## config.mk

```make
export PLATFORM = sky130hd
export DESIGN_NAME = rx_deframer_flat
export DESIGN_NICKNAME = d
export VERILOG_FILES = /design/src/rtl/deframer_pkg.sv /design/src/rtl/rx_deframer_if.sv /design/src/rtl/crc8_byte.sv /design/src/rtl/rx_deframer.sv /design/src/flat_wrapper.sv
export SDC_FILE = /design/constraint.sdc
export NUM_CORES = 1
export LEC_CHECK = 0
export ABC_CLOCK_PERIOD_IN_PS = 3400
export BUFFER_PORTS_ARGS = -buffer_cell sky130_fd_sc_hd__buf_2
export CORE_UTILIZATION = 34
export DETAILED_ROUTE_END_ITERATION = 8
export PLACE_DENSITY_LB_ADDON = 0.05
export SYNTH_ARGS = -nofsm -noshare
export SYNTH_HDL_FRONTEND = slang
export SYNTH_HIERARCHICAL = 1
export SYNTH_SLANG_ARGS = --single-unit
```

## constraint.sdc

```tcl
create_clock -name clk_sample -period 3.4 [get_ports clk_sample]
set_clock_uncertainty 0.1 [all_clocks]
set_input_delay 0.34 -clock clk_sample [delete_from_list [all_inputs] [get_ports clk_sample]]
set_output_delay 0.34 -clock clk_sample [all_outputs]
set_load 0.03 [all_outputs]
```

## src/rtl/deframer_pkg.sv

```systemverilog
// Shared definitions for the receive deframer and the future transmit framer:
// framing constants and the deframer state encoding.
package deframer_pkg;

    localparam logic [7:0] SOF_BYTE = 8'hA5;
    localparam logic [7:0] CRC_POLY = 8'h07;

    typedef enum logic [2:0] {
        HUNT    = 3'd0,
        LEN     = 3'd1,
        PAYLOAD = 3'd2,
        CHECK   = 3'd3,
        DRAIN   = 3'd4
    } state_t;

endpackage

```

## src/rtl/rx_deframer_if.sv

```systemverilog
// Byte stream from rx into the deframer and payload stream out to the receive FIFO.
interface rx_deframer_if;

    // Input side is strobe-only: byte_in is sampled on any cycle with byte_valid high, there is
    // no back-pressure toward rx. Output side is strict valid/ready: a byte moves on a cycle
    // with m_valid & m_ready, and while m_valid & !m_ready, m_data and m_last hold steady.
    logic [7:0] byte_in;
    logic       byte_valid;
    logic       reframe;
    logic [7:0] m_data;
    logic       m_valid;
    logic       m_last;
    logic       m_ready;

    modport master (
        input  byte_in,
        input  byte_valid,
        input  reframe,
        input  m_ready,
        output m_data,
        output m_valid,
        output m_last
    );

    modport slave (
        output byte_in,
        output byte_valid,
        output reframe,
        output m_ready,
        input  m_data,
        input  m_valid,
        input  m_last
    );

endinterface

```

## src/rtl/crc8_byte.sv

```systemverilog
// One-byte CRC-8 update, MSB first, polynomial CRC_POLY; purely combinational.
module crc8_byte
    import deframer_pkg::*;
(
    input  logic [7:0] crc_in,
    input  logic [7:0] d,
    output logic [7:0] crc_out
);

    logic [7:0] c;

    always_comb begin
        c = crc_in ^ d;
        for (int i = 0; i < 8; i++) begin
            c = c[7] ? ((c << 1) ^ CRC_POLY) : (c << 1);
        end
        crc_out = c;
    end

endmodule

```

## src/rtl/rx_deframer.sv

```systemverilog
// Hunts for SOF, buffers a length-prefixed payload, checks CRC-8 and replays only
// clean payloads to the receive FIFO; dropped frames are pulsed and counted.
module rx_deframer
    import deframer_pkg::*;
#(
    parameter int MAX_LEN = 64
) (
    input  logic          clk_sample,
    input  logic          rst,
    rx_deframer_if.master bus,
    output logic          pkt_ok,
    output logic          pkt_err,
    output logic          pkt_ovf,
    output logic [15:0]   err_count,
    output state_t        state_dbg
);

    localparam int AW = (MAX_LEN > 1) ? $clog2(MAX_LEN) : 1;
    localparam logic [8:0] MAX_LEN_W = 9'(MAX_LEN);

    state_t        state;
    logic [AW-1:0] wr_ptr;
    logic [AW-1:0] rd_ptr;
    logic [AW-1:0] last_idx;
    logic [7:0]    crc_q;
    logic [7:0]    crc_seed;
    logic [7:0]    crc_next;
    logic          m_valid_q;
    logic [7:0]    mem [MAX_LEN];

    logic is_sof;
    logic len_bad;
    logic in_frame;
    logic drop;
    logic wr_en;
    logic xfer;

    // The LEN byte starts a fresh CRC; later bytes chain on the running value.
    assign crc_seed = (state == LEN) ? 8'h00 : crc_q;

    crc8_byte u_crc (
        .crc_in  (crc_seed),
        .d       (bus.byte_in),
        .crc_out (crc_next)
    );

    assign is_sof   = (bus.byte_in == SOF_BYTE);
    assign len_bad  = (bus.byte_in == 8'd0) || ({1'b0, bus.byte_in} > MAX_LEN_W);
    assign in_frame = (state == LEN) || (state == PAYLOAD) || (state == CHECK);
    assign drop     = in_frame &&
                      (bus.reframe ||
                       (bus.byte_valid && (((state == LEN) && len_bad) ||
                                           ((state == CHECK) && (bus.byte_in != crc_q)))));
    assign wr_en    = (state == PAYLOAD) && bus.byte_valid && !bus.reframe;
    assign xfer     = m_valid_q && bus.m_ready;

    always_ff @(posedge clk_sample) begin
        if (wr_en) begin
            mem[wr_ptr] <= bus.byte_in;
        end
    end

    always_ff @(posedge clk_sample or posedge rst) begin
        if (rst) begin
            state     <= HUNT;
            wr_ptr    <= '0;
            rd_ptr    <= '0;
            last_idx  <= '0;
            crc_q     <= '0;
            m_valid_q <= 1'b0;
            pkt_ok    <= 1'b0;
            pkt_err   <= 1'b0;
            pkt_ovf   <= 1'b0;
        end else begin
            pkt_ok  <= 1'b0;
            pkt_err <= drop;
            pkt_ovf <= 1'b0;
            if (drop) begin
                state <= HUNT;
            end else begin
                case (state)
                    HUNT: begin
                        if (bus.byte_valid && !bus.reframe && is_sof) begin
                            state <= LEN;
                        end
                    end
                    LEN: begin
                        if (bus.byte_valid) begin
                            last_idx <= AW'(bus.byte_in - 8'd1);
                            wr_ptr   <= '0;
                            crc_q    <= crc_next;
                            state    <= PAYLOAD;
                        end
                    end
                    PAYLOAD: begin
                        if (bus.byte_valid) begin
                            wr_ptr <= wr_ptr + 1'b1;
                            crc_q  <= crc_next;
                            if (wr_ptr == last_idx) begin
                                state <= CHECK;
                            end
                        end
                    end
                    CHECK: begin
                        if (bus.byte_valid) begin
                            state     <= DRAIN;
                            pkt_ok    <= 1'b1;
                            m_valid_q <= 1'b1;
                            rd_ptr    <= '0;
                        end
                    end
                    DRAIN: begin
                        // Bytes arriving now are lost; a SOF among them is flagged.
                        if (bus.byte_valid && is_sof) begin
                            pkt_ovf <= 1'b1;
                        end
                        if (xfer) begin
                            if (rd_ptr == last_idx) begin
                                state     <= HUNT;
                                m_valid_q <= 1'b0;
                                rd_ptr    <= '0;
                            end else begin
                                rd_ptr <= rd_ptr + 1'b1;
                            end
                        end
                    end
                    default: state <= HUNT;
                endcase
            end
        end
    end

    always_ff @(posedge clk_sample or posedge rst) begin
        if (rst) begin
            err_count <= '0;
        end else if (drop && (err_count != 16'hFFFF)) begin
            err_count <= err_count + 16'd1;
        end
    end

    assign bus.m_valid = m_valid_q;
    assign bus.m_data  = mem[rd_ptr];
    assign bus.m_last  = m_valid_q && (rd_ptr == last_idx);
    assign state_dbg   = state;

endmodule

```

## src/flat_wrapper.sv

```systemverilog
// flat-port wrapper written by rule: the top's interface ports become plain ports
module rx_deframer_flat import deframer_pkg::*;
#(
    parameter int MAX_LEN = 64
)
  (clk_sample, rst, pkt_ok, pkt_err, pkt_ovf, err_count, state_dbg, bus_byte_in, bus_byte_valid, bus_reframe, bus_m_ready, bus_m_data, bus_m_valid, bus_m_last);
  rx_deframer_if bus_i ();
  input  logic clk_sample;
  input  logic rst;
  output logic pkt_ok;
  output logic pkt_err;
  output logic pkt_ovf;
  output logic [15:0] err_count;
  output state_t state_dbg;
  input wire logic [$bits(bus_i.byte_in)-1:0] bus_byte_in;
  input wire logic [$bits(bus_i.byte_valid)-1:0] bus_byte_valid;
  input wire logic [$bits(bus_i.reframe)-1:0] bus_reframe;
  input wire logic [$bits(bus_i.m_ready)-1:0] bus_m_ready;
  output wire logic [$bits(bus_i.m_data)-1:0] bus_m_data;
  output wire logic [$bits(bus_i.m_valid)-1:0] bus_m_valid;
  output wire logic [$bits(bus_i.m_last)-1:0] bus_m_last;
  assign bus_i.byte_in = bus_byte_in;
  assign bus_i.byte_valid = bus_byte_valid;
  assign bus_i.reframe = bus_reframe;
  assign bus_i.m_ready = bus_m_ready;
  assign bus_m_data = bus_i.m_data;
  assign bus_m_valid = bus_i.m_valid;
  assign bus_m_last = bus_i.m_last;
  rx_deframer #(.MAX_LEN(MAX_LEN)) u_core (.clk_sample(clk_sample), .rst(rst), .bus(bus_i), .pkt_ok(pkt_ok), .pkt_err(pkt_err), .pkt_ovf(pkt_ovf), .err_count(err_count), .state_dbg(state_dbg));
endmodule
```

; ---- Word level (Yosys, flattened, before mapping)
; Memory sizes are Yosys's and may differ from the RTL's.
; Index checks and enable logic that the tools add are counted.
[word_totals]
reg_bits = 49
ramBits = 512
inputBits = 13
output_inout_bits = 32
n_memories = 1
[memory_table]
columns = memory, words, word_bits, read_ports, rd_clocked_by_memory_dff, write_ports, line
row1 = u_core.mem, 64, 8, 1, 0, 1, rx_deframer.sv:29  ; logic [7:0] mem [MAX_LEN];
[classes]
n_addsub = 4
n_lt_le_gt_ge = 1
n_eq_ne = 21
muxes = 36
bitwise = 10
reduce_logical = 29
[op_table]
columns = op, count
row1 = $mux 3, 16
row2 = $mux 6, 4
row3 = $not 3->3, 8
row4 = $pmux 6 s2, 2
row5 = $add 16x1->16 const B, 1
row6 = $ne 16x16->1 const B, 1
row7 = $pmux 3 s5, 1
row8 = $add 6x1->6 const B, 2
row9 = $eq 6x6->1, 2
row10 = $logic_and 1x1->1, 12
row11 = $ne 3x2->1 const B, 4
row12 = $mux 1, 11
row13 = $ne 3x1->1 const B, 3
row14 = $eq 8x8->1 const B, 1
row15 = $gt 8x7->1 const B, 1
row16 = $logic_not 8->1, 1
row17 = $mux 8, 1
row18 = $ne 8x8->1, 1
row19 = $reduce_and 4->1, 2
row20 = $xor 8x8->8, 1
row21 = $reduce_and 7->1, 1
row22 = $eq 3x2->1 const B, 2
row23 = $ne 2x2->1 const B, 3
row24 = $reduce_and 3->1, 2
row25 = 12 further kinds, 18

; ---- Longest topological paths before layout
; Gate-level depths: netlist of the first run.
[logic_depth]
word_depth = 19
depth_mapped = 10
depth_no_buf = 8

; ---- Modules after synthesis
; The synthesis of the first run kept the hierarchy.
[modules_own_cells]
columns = module, n_inst, cells_per_inst, area_each_um2
row1 = rx_deframer, 1, 1178, 22643.0
row2 = crc8_byte, 1, 20, 212.7

; ---- Worst setup path after synthesis of the first run
; OpenSTA, ideal clock, no wires.
[synth_timing]
kind = register to output
startpoint = register u_core.rd_ptr[1]
endpoint = output bus_m_data[7]
arrival_time_ns = 2.245
required_time_ns = 2.960
setup_slack_ns = 0.715
path_stages_with_launch = 8
n_path_buf = 4
cell_sequence = dfrtp_1 -> buf_2 -> buf_2 -> buf_2 -> buf_2 -> mux4_2 -> nor3_1 -> o31ai_1
[synth_via]
elab_chain_cells = 1
[synth_lines]
columns = item, line
row1 = "start, declared", rx_deframer.sv:23  ; logic [AW-1:0] rd_ptr;
row2 = "start signal, assigned", rx_deframer.sv:123  ; rd_ptr <= rd_ptr + 1'b1;
row3 = $mem_v2 64x8, -
row4 = "end, declared", flat_wrapper.sv:19  ; output wire logic [$bits(bus_i.m_data)-1:0] bus_m_data;
; No other way between the ends.

; ---- Worst setup path after layout of the first run
[layout_timing]
startpoint = register u_core.rd_ptr[0]
endpoint = output bus_m_data[4]
; Same word-level chain as after synthesis.

==> results of run 1 <==
## cell usage in the layout, fill, tap and decap left out, types with 10 or more instances in the layout
master / count
edfxtp_1: 512
mux4_2: 121
buf_4: 109
nor2_1: 105
clkbuf_16: 63
dfrtp_1: 47
nand2_1: 40
buf_2: 36
xor2_1: 33
xnor2_1: 27
o21ai_0: 18
clkinv_1: 17
nand3_1: 17
clkbuf_1: 16
mux2i_1: 16
nor2b_1: 14
mux4_1: 14
o22ai_1: 11
nor3_1: 11
buf_12: 10
nand4_1: 10
## kinds of logic after synthesis
kind of cell               count (synthesis)  share of synthesized area (%)
DFF                                      561                           72.6
and+or+nand+nor                          238                           5.04
muxes                                    160                           14.7
AOI/OAI and AO/OA                        103                           3.04
buffers and inverters                     68                           1.69
xor gates and xnor gates                  63                           2.58
adders and majority gates                  5                          0.274
## where the power goes
part	leakage [nW]	internal, mW	switching, mW
Combinational	2.70	0.589	0.783
Clock	0.918	3.68	2.67
Sequential	5.24	7.67	0.173
Total	8.87	11.9	3.62
## worst min path at each step
stage	from	cells after the start	endpoint
floorplan	bus_byte_in[0]	0	u_core/mem[0][0]$_DFFE_PP_
global placement	u_core/err_count[5]$_DFFE_PP0P_	1	u_core/err_count[5]$_DFFE_PP0P_
detailed placement	u_core/err_count[13]$_DFFE_PP0P_	1	u_core/err_count[13]$_DFFE_PP0P_
CTS	bus_byte_in[0]	4	u_core/last_idx[1]$_DFFE_PP0P_
global route	bus_byte_in[0]	4	u_core/last_idx[1]$_DFFE_PP0P_
finish	bus_byte_in[0]	4	u_core/last_idx[1]$_DFFE_PP0P_
## layout make-up
| type | instances | area, um2 |
|---|---|---|
| Multi-Input combinational cell | 569 | 5970 |
| Tap cell | 864 | 1080 |
| Fill cell | 5974 | 39000 |
| Clock buffer | 80 | 1650 |
| Clock inverter | 31 | 243 |
| Inverter | 7 | 26.3 |
| Sequential cell | 561 | 16600 |
| Timing Repair Buffer | 175 | 1540 |
## state kept, by name (all words and copies together) (netlist names)
signal,flops
u_core/pkt_ovf,1
u_core/last_idx,6
u_core/bus.m_valid,1
u_core/rd_ptr,6
u_core/pkt_ok,1
u_core/mem,512
u_core/crc_q,8
u_core/err_count,16
u_core/state_dbg,3
u_core/wr_ptr,6
u_core/pkt_err,1
## through the flow
step           util (%)  hold WS, ns  instances
3_5_place_dp       37.4        0.387       2156
5_1_grt            41.0       0.0750       2287
6_report           41.0       0.0753       2287
4_1_cts            41.0       0.0425       2286
2_1_floorplan         -        0.339       1198
3_3_place_gp       37.4        0.379       2156
## worst reg2reg max path: cells and delay by family (launching register included)
| kind | cells | cell delay, ns |
|---|---|---|
| flip-flops | 1 | 0.44 |
| buffers and inverters | 2 | 0.56 |
| AND/OR/NAND/NOR | 5 | 1.31 |
## synth_stat cells (all sizes together), types with 2 or more instances
cell type	number	area [um2]
edfxtp	512	15400
mux4	135	3110
nor2	105	394
dfrtp	49	1230
nand2	42	160
xor2	34	305
clkbuf	31	116
buf	30	244
o21ai	30	150
xnor2	27	236
nand3	17	85.1
mux2i	16	160
o221ai	16	140
nor2b	14	87.6
nor3	12	71.3
nand4	11	75.1
o22ai	11	68.8
a21oi	9	45.0
a22oi	9	67.6
mux2	9	101
o211ai	8	60.1
inv	7	26.3
ha	5	62.6
nand2b	4	25.0
nand3b	4	30.0
nor3b	4	35.0
nor4	4	25.0
o31ai	4	30.0
or3	4	30.0
a31oi	3	18.8
and3	3	18.8
or2	3	18.8
a21o	2	15.0
and3b	2	17.5
and4	2	20.0
o32a	2	20.0
or3b	2	17.5
xnor3	2	47.6
## layer usage
metal	part of all wire (%)	vias to the layer above	global-route usage, %
li1	-	5217	-
met1	46	6332	26.5
met2	48	232	29.6
met3	3.8	79	2.77
met4	2.0	0	4.44
met5	0	-	0
## repair_timing
item                                    in CTS  in global routing
endpoints found under the setup margin       8                  8
resized for setup                           43                 13
pin swaps                                   10                  8
hold buffers                                 4                  0
gates cloned                                 5                  0
hold endpoints to repair                    38                  0
buffers inserted                            10                  2
==> flow_metrics.tcl, run 1 <==
set metrics [dict create \
    async_flop_share_pct 8.73 \
    num_antenna_cells 0 \
    crit_path_top_delay_cell "mux4_2" \
    worstSkewPairLatency_ns 0.61 \
    core_mm2 0.0661 \
    fin_ws_ns -0.133 \
    final_nets 1393 \
    tightest_slew_ns 1.08 \
    start_kind "register" \
    critPathBufInv 3 \
    worst_setup_path_startpoint "u_core/rd_ptr[0]$_DFFE_PP0P_" \
    cap_violations 0 \
    grt_util_all_layers_pct 18.5 \
    synth_seq_area_share_pct 72.6 \
    synth_edf_count 512 \
    r2r-start "u_core/state_dbg[0]$_DFFE_PP0P_" \
    critPathCapture "bus_m_data[4]" \
    grt_start_max_net_pins 69 \
    post-route-period-util_pct 104 \
    slew_violations 0 \
    synth_fp_nets 1216 \
    fmax_mhz 283 \
    io_pins 45 \
    placed_area_mm2 0.0247 \
    ys.flop_type "edfxtp_1" \
    synth-seq-cells 561 \
    portBuffers 44 \
    routedWlPerCell_um 27.1 \
    worstPathMaxFanout 16 \
    design_area_mm2 0.0271 \
    post-dp-hpwl_um 38600 \
    required_ns 2.96 \
    dp_slack_ns 0.263 \
    grt_pass1_vias 12096 \
    setup_violations 8 \
    rows 94 \
    slowest_delay_ns 0.55 \
    rsz0062_at_grt "true" \
    antenna_left 0 \
    violations "setup timing" \
    critical_path_class "register to output port" \
    r2r_slack_ns 0.68 \
    vias_per_cell 5.19 \
    clock_path_buffers 3 \
    tns_ns -0.820 \
    drive_gt1_share_pct 29.1 \
    r2r_cells 7 \
    arrival_ns 3.09 \
    clkSinkCount 561 \
    syn_to_final_growth_pct 18.7 \
    worstSetupPathDepth 7 \
    die_w_um 261 \
    overflow 0 \
    worst_r2r_endpoint "u_core/mem[5][1]$_DFFE_PP_" \
    grt_pass1_wl_um 89300 \
    dieArea_mm2 0.0683 \
    first_pass_iters 7 \
    status "finished, violations left" \
    path_cells "buf_12, buf_16, mux4_2, mux4_2, o221ai_4, o21ai_2, buf_6" \
    drtIter0Drc 906 \
    path_clk_slew_ns 0.06 \
    cts_buffers 61 \
    synth_area_mm2 0.0229 \
    cts_tree "built" \
    hold_path_class "input pin to register" \
    htree_levels 2 \
    path_common_cell "mux4_2" \
    relSlewSlack_pct 27.8 \
    gp_congestion 0.746 \
    crit_family "multiplexers" \
    antenna_found_initial 1 \
    syn_inst 1198 \
    yosysWarningCount 6 \
    peakVddDrop_mv 0.494 \
    vias 11860 \
    ys_types 69 \
    hold_viol_final 0 \
    die_h_um 261 \
    p_leak_nw 8.87 \
    initial_core_util_pct 34.6 \
    total_power_mw 15.6 \
    drc 0 \
    period_needed_ns 3.53 \
    synth.avg_cell_area_um2 19.1 \
    wl_um 61900 \
    crit_path_end_kind "output port" \
    cts-root-buf "clkbuf_16" \
    p_per_area_mw_per_mm2 574 \
]
Power figures use the tool's default switching activity.
==> inputs of run 2 (changes only) <==
--- a/config.mk
+++ b/config.mk
@@ -10,6 +10,7 @@
 export CORE_UTILIZATION = 34
 export DETAILED_ROUTE_END_ITERATION = 8
 export PLACE_DENSITY_LB_ADDON = 0.05
+export RECOVER_POWER = 50
 export SYNTH_ARGS = -nofsm -noshare
 export SYNTH_HDL_FRONTEND = slang
 export SYNTH_HIERARCHICAL = 1
==> flow_metrics.tcl, run 2 (same netlist as run 1, synthesis figures left out) <==
set metrics [dict create \
    worstPathMaxFanout 8 \
    hold_path_class "input pin to register" \
    p_leak_nw 8.77 \
    clock_path_buffers 3 \
    antenna_left 0 \
    grt_pass1_wl_um 89300 \
    rsz0062_at_grt "true" \
    internal_power_mw 11.9 \
    dp_slack_ns 0.263 \
    syn_to_final_growth_pct 18.4 \
    core_mm2 0.0661 \
    wl_um 61900 \
    crit_path_end_kind "output port" \
    violations "capacitance limit, slew limit, setup timing" \
    final_common_cell "edfxtp_1" \
    status "finished, violations left" \
    p_per_area_mw_per_mm2 575 \
    routedWlPerCell_um 27.1 \
    met3_length_um 2250 \
    clkSinkCount 561 \
    post-dp-hpwl_um 38600 \
    worstSkewPairLatency_ns 0.61 \
    arrival_ns 3.08 \
    p_seq_share_pct 50.5 \
    peakVddDrop_mv 0.493 \
    cts-root-buf "clkbuf_16" \
    portBuffers 44 \
    wl_met1_um 28700 \
    regMostFlops "u_core/mem" \
    pwr-share-comb_pct 8.8 \
    grt_start_max_net_pins 69 \
    total_power_mw 15.6 \
    fin_ws_ns -0.120 \
    rows 94 \
    fmax_mhz 284 \
    grt_pass1_vias 12096 \
    initial_core_util_pct 34.6 \
    final_cell_mix "512 x edfxtp_1, 121 x mux4_2, 105 x nor2_1" \
    start_kind "register" \
    dieArea_mm2 0.0683 \
    p_sw_mw 3.62 \
    htree_levels 2 \
    post-route-period-util_pct 104 \
    clockPowerShare_pct 40.8 \
    overflow 0 \
    io_pins 45 \
    switching_share_pct 23.3 \
    final_nets 1393 \
    setup_violations 8 \
    antenna_found_initial 1 \
    path_clk_slew_ns 0.06 \
    required_ns 2.96 \
    top_layer "met4" \
    die_w_um 261 \
    drc 0 \
    tightest_slew_ns 3.03 \
    routed-wl-met2_um 29800 \
    slew_violations 311 \
    vias_per_cell 5.17 \
    drtIter0Drc 965 \
    cap_violations 7 \
    drive_gt1_share_pct 27.1 \
    period_needed_ns 3.52 \
    first_pass_iters 5 \
    cts_buffers 61 \
    hold_viol_final 0 \
    critical_path_class "register to output port" \
    gp_congestion 0.746 \
    grt_util_all_layers_pct 18.5 \
    largest_reg_flops 512 \
    relSlewSlack_pct -102 \
    top_regs "u_core/mem (512), u_core/err_count (16), u_core/crc_q (8)" \
    die_h_um 261 \
    cts_tree "built" \
    vias 11830 \
    num_antenna_cells 0 \
]
-- run 2: changes by cell type in the layout (fill, tap and decap cells not counted), sizes merged --
| cell | change |
|---|---|
| clkbuf | +32 |
| buf | -32 |
-- run 2: per-stage QoR --
stage | cells | cell area, um2 | hold slack, ns | utilization (%) | TNS (ns)
global placement | 2156 | 24700 | 0.379 | 37.4 | 0
global route | 2287 | 27100 | 0.106 | 40.9 | -1.62
CTS | 2286 | 27100 | 0.0425 | 41.0 | -1.61
floorplan | 1198 | 22900 | 0.339 | - | 0
finish | 2287 | 27100 | 0.0966 | 40.9 | -0.752
detailed placement | 2156 | 24700 | 0.387 | 37.4 | 0
-- run 2: worst max-delay path: stages (launching register included) --
cell and delay (ns):
dfrtp_4 0.50, buf_12 0.15, buf_8 0.13, buf_16 0.15, mux4_2 0.44, mux4_2 0.53, o211ai_1 0.21, o21ai_1 0.12
buf_4 0.22
-- run 2: routing by layer --
metal	up-vias	global-route usage, %
li1	5224	-
met1	6304	26.5
met2	224	29.6
met3	78	2.77
met4	0	4.44
met5	-	0
-- run 2: power groups by stage --
stage / registers (mW) / clock network [mW] / logic (mW)
final: 7.85 / 6.35 / 1.36
after global routing: 7.88 / 6.78 / 1.49
after CTS: 7.84 / 6.55 / 1.40
after detailed placement: 7.99 / 0 / 1.36
after global placement: 7.99 / 0 / 1.35
after floorplan: 8.03 / 0 / 0.886
-- run 2: worst paths after layout --
kind,endpoint,depth (start not counted),slack (ns),from
worst max-delay path,bus_m_data[5],8,-0.12,u_core/rd_ptr[0]$_DFFE_PP0P_
worst min-delay path,u_core/last_idx[1]$_DFFE_PP0P_,4,0.1,bus_byte_in[0]
worst max register to register,u_core/mem[5][1]$_DFFE_PP_,7,0.71,u_core/state_dbg[0]$_DFFE_PP0P_
worst min register to register,u_core/err_count[5]$_DFFE_PP0P_,1,0.40,u_core/err_count[5]$_DFFE_PP0P_
max in group asynchronous,u_core/rd_ptr[0]$_DFFE_PP0P_,4,1.00,rst
min in group asynchronous,u_core/err_count[3]$_DFFE_PP0P_,3,0.56,rst
-- run 2: timing repair --
item,CTS,global route
endpoints found under the hold margin,38,0
gates cloned,5,0
pin swaps,10,8
hold buffers,4,0
buffers inserted,10,2
endpoints found under the setup margin,8,8
resized for setup,43,13
-- run 2: layout make-up --
class / instances / area [um2]
Clock inverter: 31 / 243
Multi-Input combinational cell: 569 / 5970
Timing Repair Buffer: 175 / 1470
Tap cell: 864 / 1080
Clock buffer: 80 / 1650
Fill cell: 5989 / 39000
Sequential cell: 561 / 16600
Inverter: 7 / 26.3
==> inputs of run 3 (changes only) <==
--- a/config.mk
+++ b/config.mk
@@ -7,7 +7,7 @@
 export LEC_CHECK = 0
 export ABC_CLOCK_PERIOD_IN_PS = 3400
 export BUFFER_PORTS_ARGS = -buffer_cell sky130_fd_sc_hd__buf_2
-export CORE_UTILIZATION = 34
+export CORE_UTILIZATION = 45
 export DETAILED_ROUTE_END_ITERATION = 8
 export PLACE_DENSITY_LB_ADDON = 0.05
 export RECOVER_POWER = 50
==> flow_metrics.tcl, run 3 (same netlist as run 1, synthesis figures left out) <==
set metrics [dict create \
    crit_path_end_kind "output port" \
    period_needed_ns 3.58 \
    antenna_found_initial 4 \
    portBuffers 44 \
    largest_reg_flops 512 \
    post-route-period-util_pct 105 \
    worstPathMaxFanout 8 \
    clkSinkCount 561 \
    required_ns 2.96 \
    path_clk_slew_ns 0.06 \
    antenna_left 0 \
    p_per_area_mw_per_mm2 580 \
    die_h_um 227 \
    instances_no_fill 2098 \
    hold_viol_final 0 \
    final_nets 1399 \
    post-dp-hpwl_um 36300 \
    clock_path_buffers 3 \
    tns_ns -1.11 \
    met1_usage_pct 33.8 \
    drtIter0Drc 1093 \
    grt_util_all_layers_pct 22.8 \
    total_power_mw 15.5 \
    grt_use_met2_pct 34.7 \
    regMostFlops "u_core/mem" \
    drc 0 \
    fin_ws_ns -0.184 \
    dp.cells 1969 \
    htree_levels 2 \
    placed_area_mm2 0.0245 \
    num-fill-cells 4025 \
    initial_core_util_pct 45.6 \
    cts-root-buf "clkbuf_16" \
    status "finished, violations left" \
    drive_gt1_share_pct 27.1 \
    dp_slack_ns 0.383 \
    io_pins 45 \
    grt_start_max_net_pins 67 \
    peakVddDrop_mv 0.490 \
    vias 11980 \
    rsz0062_at_grt "true" \
    cts_buffers 59 \
    routedWlPerCell_um 27.2 \
    final_common_cell "edfxtp_1" \
    die_w_um 227 \
    busiest_layer "met2" \
    violations "capacitance limit, slew limit, setup timing" \
    wl_um 57100 \
    core_mm2 0.0502 \
    dieArea_mm2 0.0517 \
    worst_setup_path_startpoint "u_core/rd_ptr[0]$_DFFE_PP0P_" \
    fmax_mhz 279 \
    p_leak_nw 8.80 \
    cts_tree "built" \
    critical_path_class "register to output port" \
    tightest_slew_ns 2.09 \
    arrival_ns 3.14 \
    design_area_mm2 0.0267 \
    slew_violations 244 \
    hold_path_class "input pin to register" \
    relSlewSlack_pct -39.4 \
    start_kind "register" \
    grt_pass1_vias 11971 \
    syn_to_final_growth_pct 17.0 \
    worstHoldStart "bus_reframe" \
    vias_per_cell 5.71 \
    gp_congestion 0.792 \
    first_pass_iters 5 \
    worstSkewPairLatency_ns 0.62 \
    use_met3_pct 3.33 \
    cap_violations 6 \
    overflow 0 \
    rows 82 \
    final_cell_mix "512 x edfxtp_1, 120 x mux4_2, 110 x buf_4" \
    r2r-start "u_core/rd_ptr[0]$_DFFE_PP0P_" \
    top_regs "u_core/mem (512), u_core/err_count (16), u_core/crc_q (8)" \
    num_antenna_cells 0 \
    grt_pass1_wl_um 82900 \
    setup_violations 8 \
]
[run 3: final cells by class]
cell class,instances,area (um2),share of cell area (%)
clock buffers,76,1570,5.88
clock inverters,30,307,1.15
inverters,7,26.3,0.0983
multi-input cells,569,5890,22.0
flip-flops and latches,561,16600,62.1
well taps,672,841,3.15
repair buffers,183,1490,5.57
[run 3: what timing repair did]
action                                 4_1_cts  5_1_grt
resized for setup                           29        2
hold buffers                                 3        0
endpoints found under the hold margin       40        0
cloned                                       4        0
pin swaps                                    4        4
setup buffers                               14        2
setup endpoints to repair                    8        8
[run 3: final timing paths]
path | endpoint | cells past startpoint | slack (ns)
min in group asynchronous | u_core/crc_q[0]$_DFFE_PP0P_ | 3 | 0.65
hold reg to reg | u_core/err_count[13]$_DFFE_PP0P_ | 1 | 0.40
setup / recovery | bus_m_data[5] | 7 | -0.18
hold / removal | u_core/pkt_ok$_DFF_PP0_ | 3 | 0.17
max in group asynchronous | u_core/err_count[6]$_DFFE_PP0P_ | 4 | 1.34
setup reg to reg | u_core/state_dbg[0]$_DFFE_PP0P_ | 10 | 0.81
[run 3: report_power, final]
part | total [mW] | leakage, nW | switching, mW | internal, mW
logic | 1.35 | 2.64 | 0.780 | 0.574
registers | 7.85 | 5.24 | 0.172 | 7.68
clock network | 6.31 | 0.915 | 2.62 | 3.69
total | 15.5 | 8.80 | 3.57 | 11.9
[run 3: layer usage]
| metal | wire (um) | part of all wire [%] | up-vias |
|---|---|---|---|
| li1 | - | - | 5231 |
| met1 | 25900 | 45 | 6318 |
| met2 | 26400 | 46 | 359 |
| met3 | 3300 | 5.8 | 72 |
| met4 | 1510 | 2.6 | 0 |
| met5 | 0 | 0 | - |
[run 3: through the flow]
step	hold slack, ns	util, %
detailed placement	0.388	48.9
floorplan	0.339	-
finish	0.166	53.3
global route	0.180	53.3
global placement	0.375	48.9
CTS	0.00966	53.4
[run 3: critical path: stages (launching register included)]
cell and delay, ns:
dfrtp_4 0.54, buf_12 0.16, buf_4 0.11, mux4_2 0.49, mux4_2 0.56, o211ai_1 0.28, o21ai_1 0.15, buf_4 0.22
